[src/rtl/bitmask_scheduler.sv]
// rtl/bitmask_scheduler.sv - per-lane highest-set-bit sequencer over a held group of lane masks
module bitmask_scheduler #(
    parameter int NUM_LANE = 8
) (
    input  logic                  clk,
    input  logic                  reset,
    input  logic                  clear,
    input  logic                  in_valid,
    output logic                  in_ready,
    input  logic [NUM_LANE*7-1:0] in_mask,
    output logic                  out_valid,
    input  logic                  out_ready,
    output logic [NUM_LANE-1:0]   out_lane_val,
    output logic [NUM_LANE*3-1:0] out_lane_idx,
    output logic                  out_first,
    output logic                  out_last,
    output logic                  busy
);

    typedef enum logic {
        S_IDLE = 1'b0,
        S_RUN  = 1'b1
    } state_t;

    state_t                r_state;
    logic [NUM_LANE*7-1:0] r_mask;
    logic                  r_first;

    logic [NUM_LANE*7-1:0] w_next_mask;
    logic [NUM_LANE-1:0]   w_val;
    logic [NUM_LANE*3-1:0] w_idx;
    logic                  w_last;
    logic                  w_load;
    logic                  w_consume;

    // Highest set bit per lane wins; its one-hot is stripped to form the post-beat mask.
    always_comb begin
        logic [6:0] v_lane;
        logic [6:0] v_hot;
        w_val       = '0;
        w_idx       = '0;
        w_next_mask = '0;
        for (int k = 0; k < NUM_LANE; k++) begin
            v_lane = r_mask[7*k +: 7];
            v_hot  = '0;
            for (int j = 0; j < 7; j++) begin
                if (v_lane[j]) begin
                    w_val[k]          = 1'b1;
                    w_idx[3*k +: 3]   = 3'(j);
                    v_hot             = 7'(1 << j);
                end
            end
            w_next_mask[7*k +: 7] = v_lane & ~v_hot;
        end
    end

    assign w_last    = (r_state == S_RUN) && (w_next_mask == '0);
    assign w_consume = (r_state == S_RUN) && out_ready;
    assign in_ready  = !clear && ((r_state == S_IDLE) || (out_ready && w_last));
    assign w_load    = in_valid && in_ready;

    always_ff @(posedge clk or posedge reset) begin
        if (reset) begin
            r_state <= S_IDLE;
            r_mask  <= '0;
            r_first <= 1'b0;
        end else if (clear) begin
            r_state <= S_IDLE;
            r_mask  <= '0;
            r_first <= 1'b0;
        end else if (w_load) begin
            r_state <= S_RUN;
            r_mask  <= in_mask;
            r_first <= 1'b1;
        end else if (w_consume) begin
            r_mask  <= w_next_mask;
            r_first <= 1'b0;
            if (w_last) begin
                r_state <= S_IDLE;
            end
        end
    end

    assign out_valid    = (r_state == S_RUN);
    assign busy         = (r_state == S_RUN);
    assign out_lane_val = w_val;
    assign out_lane_idx = w_idx;
    assign out_first    = r_first;
    assign out_last     = w_last;

endmodule

[config.mk]
export PLATFORM = sky130hd
export DESIGN_NAME = bitmask_scheduler
export DESIGN_NICKNAME = d
export VERILOG_FILES = /design/src/rtl/bitmask_scheduler.sv
export SDC_FILE = /design/constraint.sdc
export NUM_CORES = 1
export LEC_CHECK = 0
export ABC_AREA = 1
export CAP_MARGIN = 10
export CELL_PAD_IN_SITES_DETAIL_PLACEMENT = 0
export CELL_PAD_IN_SITES_GLOBAL_PLACEMENT = 1
export CORE_MARGIN = 1
export CORE_UTILIZATION = 34
export DETAILED_ROUTE_END_ITERATION = 10
export GPL_TIMING_DRIVEN = 0
export PLACE_DENSITY_LB_ADDON = 0.1
export SYNTH_ARGS = -nofsm -noshare
export SYNTH_HDL_FRONTEND = slang
export SYNTH_SLANG_ARGS = --single-unit
[constraint.sdc]
create_clock -name clk -period 2.5 [get_ports clk]
set_clock_uncertainty 0.1 [all_clocks]
set_input_delay 0.375 -clock clk [delete_from_list [all_inputs] [get_ports clk]]
set_output_delay 0.375 -clock clk [all_outputs]
set_load 0.01 [all_outputs]
Word level (Yosys, flattened, before mapping)
Index checks and enable logic that the tools add are counted.
Widths: inputs -> output; s select.
Storage, ports and cells
  input bits: 61
  output and inout bits: 37
  word-level logic and storage cells: 201
  bits in registers: 58
Operators by class
  reductions and logical operators: 11
  bitwise logic cells: 17
  multiplexer cells: 170
Operators with widths (count)
  $mux 7: 47
  $mux 56: 3
  $mux 3: 39
  $mux 1: 79
  $and 7x7->7: 8
  $logic_not 56->1: 1
  $not 7->7: 8
  $reduce_bool 3->1: 2
  $logic_and 1x1->1: 5
  $mux 2: 2
  $reduce_and 2->1: 1
  $logic_not 1->1: 1
  $logic_or 1x1->1: 1
  $not 1->1: 1

Longest topological paths before layout
  depth after elaboration: 17
  mapped depth: 18
  mapped depth without buffers: 16

Worst setup path before layout
OpenSTA, ideal clock, no wires.
  path type: reg-to-output
  start point: register r_mask[18]
  end point: output in_ready
  path buffers: 1
  cell stages (with the launch flop): 11
  required time: 2.025 ns
  setup slack: 0.269 ns
  arrival time: 1.756 ns
  path through: dfrtp_1 nor2_1 nand2_1 nand2_1 nand3_1 nor2_1 nand2_1 nor2_2 nand4_2 a21oi_2 buf_2
On the way
  longest elaborated chain between the ends: 10
RTL lines
  start, declared: line 26  | logic [NUM_LANE*7-1:0] r_mask;
  start signal, assigned: line 73  | r_mask <= in_mask;
  start signal, assigned: line 76  | r_mask <= w_next_mask;
  $mux 7 (3 in series): line 47  | if (v_lane[j]) begin
  $not 7->7: line 53  | w_next_mask[7*k +: 7] = v_lane & ~v_hot;
  $and 7x7->7 *: line 53
  $logic_not 56->1 *: line 57  | assign w_last = (r_state == S_RUN) && (w_next_mask == '0);
  $logic_and 1x1->1 *: line 57
  $logic_and 1x1->1 *: line 59  | assign in_ready = !clear && ((r_state == S_IDLE) || (out_ready && w_last));
  $logic_or 1x1->1 *: line 59
  $logic_and 1x1->1 *: line 59
  end, declared: line 9  | output logic in_ready,
Every way passes the cells marked *; elsewhere a longest branch is shown, timed or not.

Final worst setup path
  start point: register r_mask[10]
  end point: output in_ready
On the way
  longest elaborated chain between the ends: 11
RTL lines (line)
  $mux 7 (4 in series): 47
  $not 7->7: 53
  $and 7x7->7 *: 53
  $logic_not 56->1 *: 57
  $logic_and 1x1->1 *: 57
  $logic_and 1x1->1 *: 59
  $logic_or 1x1->1 *: 59
  $logic_and 1x1->1 *: 59
Marks and branches as above.

==> metrics.cfg <==
[worst_setup_path]
crit_path_frequent_cell = nand2_1
worstPathRequired_ns = 2.03
rrSetupSlack_ns = -0.11
crit_path_top_delay_cell = dfrtp_1
crit_path_max_incr_delay_ns = 0.43
path_max_fanout = 5
path_cells = nor2_1 -> nand3_1 -> nand2_1 -> nand2_1 -> nor2_1 -> nand2_1 -> nor2_2 -> nand4_2 -> a21oi_4 -> buf_8 -> buf_6
start_kind = flip-flop
worst-endpoint-arrival_ns = 2.16
cp-end-kind = primary output
path_class = flip-flop to primary output

[cts]
clkSinkCount = 58
cts_tree = done
clock-root-buffer = clkbuf_16
cts_buffer_depth = 2
ctsHoldBuffers = 0
path_clk_slew_ns = 0.05
h-tree-depth = 3
cts_buffers = 9
clock_latency_ns = 0.34

[yosys]
async_flop_share = 1.00
yosys-top-cells-area = dfrtp_1 35%, nand2_1 27%, nand3_1 7.2%, inv_1 7.0%, nand4_1 5.8%
avgSynthCellArea_um2 = 6.09
synth_area_um2 = 4100
synth_common_cells = 297 x nand2_1, 76 x inv_1, 59 x nand3_1, 58 x dfrtp_1, 57 x nor2_1
synth.yosys.seq_area_share = 0.354
synth_cell_type_count = 25
synth_edf_count = 0
synth_top_area_frac = 0.354
yosys_warnings = 0
synthCells = 674
syn_nets = 735
synth.most_common_cell = nand2_1
synth-main-ff-cell = dfrtp_1
synth_seq_cells = 58
yosys.area.top_type = dfrtp_1

[floorplan]
fp.dieH_um = 112
row_count = 39
die_w_um = 112
fp.coreArea_um2 = 11600
num_io_pins = 98
start_util = 0.355
dieArea_um2 = 12500

[final_layout]
drive_above_1_share = 0.245
area_growth_pct = 56.0
seq_area_um2 = 1470
fillerInstances = 1168
final_design_area_no_fill_um2 = 6400
multi_input_area_um2 = 2540
postLayoutCoreUtil = 0.553
num_antenna_cells = 0
finalNetCount = 882

[route]
vias = 4795
wl_per_cell_um = 15.8
antenna_left = 0
firstDrtPassIters = 10
drc_errors = 5
routed_wl_um = 15300
vias_per_cell = 4.95
drt_iter0_markers = 320

[status]
violations = DRC, setup timing
status = complete, but fails checks

[sta]
rsz0062_at_grt = true
slew-limit-headroom = 0.464
worst_pin_slew_ns = 0.803
slew_violations = 0
fin_crit_ns = 2.63
fin_crit_sh = 1.05
finalWorstSetupSlack_ns = -0.131
setup-tns-final_ns = -1.52
hold_viol = 0
setup_violations = 20
fmax_mhz = 380

[global_routing]
grt_overflow = 0
antenna_found_initial = 0
track_usage = 0.249
grt_pass1_vias = 4491
grt_first_pass_wirelength_um = 23900
grt_max_degree = 59

[placed_design]
dp_hpwl_um = 10400
place_congestion = 0.864
placed_cell_area_um2 = 5260
portBuffers = 97
preCtsSetupSlack_ns = -0.927

[pwr]
powerDensity_nw_per_um2 = 501
vdd_drop_max_uv = 351
p_leak_nw = 3.68
p_total_mw = 3.20

[run]
cap_viol_max_count = 0

[worst_hold_path]
hp-class = flip-flop to flip-flop

## per-layer routing
layer	part of all wire	GRT usage
met1	0.46	0.342
met2	0.46	0.395
met3	0.054	0.0381
met4	0.021	0.0919
met5	0	0
## layout make-up
cell class / instances / share of cell area
multi-input combinational: 506 / 0.397
sequential: 58 / 0.230
timing repair buffer: 138 / 0.218
inverter: 78 / 0.0473
clock buffer: 13 / 0.0391
buffer: 30 / 0.0387
tap: 143 / 0.0280
clock inverter: 3 / 0.00235
## through the flow
step / instances / hold slack [ns]
2_1_floorplan: 674 / 0.338
3_3_place_gp: 914 / 0.377
3_5_place_dp: 914 / 0.388
4_1_cts: 955 / 0.403
5_1_grt: 969 / 0.429
6_report: 969 / 0.404
## worst paths after layout
check                                            start                endpoint  cells after the start
worst max-delay path            r_mask[10]$_DFFE_PP0P_                in_ready                     11
max in group asynchronous                        reset  r_mask[12]$_DFFE_PP0P_                      2
min in group asynchronous                        reset  r_mask[42]$_DFFE_PP0P_                      2
worst max register to register  r_mask[10]$_DFFE_PP0P_  r_mask[33]$_DFFE_PP0P_                     17
worst min register to register  r_mask[14]$_DFFE_PP0P_  r_mask[14]$_DFFE_PP0P_                      2
worst min-delay path            r_mask[14]$_DFFE_PP0P_  r_mask[14]$_DFFE_PP0P_                      2
## sequential cells by signal, summed over array words and instances (netlist names)
| signal | cells |
|---|---|
| r_mask | 56 |
| busy | 1 |
| out_first | 1 |
## what timing repair did
| item | CTS | global route |
|---|---|---|
| buffers inserted | 26 | 13 |
| gates resized for setup | 93 | 112 |
| setup endpoints to repair | 61 | 61 |
| pin swaps | 14 | 27 |
| gates cloned | 0 | 4 |
## cell families (layout without fill, tap and decap cells)
family | Yosys count | count (layout) | synth area share
and+or+nand+nor | 475 | 475 | 0.495
buffers and inverters | 110 | 262 | 0.108
DFF | 58 | 58 | 0.354
AOI/OAI and AO/OA | 31 | 31 | 0.0436
## cell usage in the layout (no fill, tap or decap), drive strengths merged
master	netlist	routed
dfrtp	58	58
nand2	298	298
nand3	61	61
nand4	39	39
or2	8	8
clkinv	1	4
nor2	63	63
o21ai	16	16
and3	1	1
clkbuf	19	32
clkdlybuf4s50	0	94
nand3b	4	4
dlymetal6s2s	0	1
inv	77	77
buf	13	54
nor3	1	1
o31ai	8	8
a21oi	7	7
## worst max-delay path, delay by kind of cell (launching register included)
family,cells,cell delay [ns]
compound gates,1,0.20
buf+inv,2,0.22
flops,1,0.43
simple gates,8,0.98
## report_power, final
| part | total [mW] | leakage (nW) | switching [mW] | internal, mW |
|---|---|---|---|---|
| logic | 0.990 | 2.78 | 0.490 | 0.500 |
| clock network | 1.16 | 0.133 | 0.468 | 0.693 |
| registers | 1.05 | 0.769 | 0.0660 | 0.986 |
(Power assumes the default switching activity.)
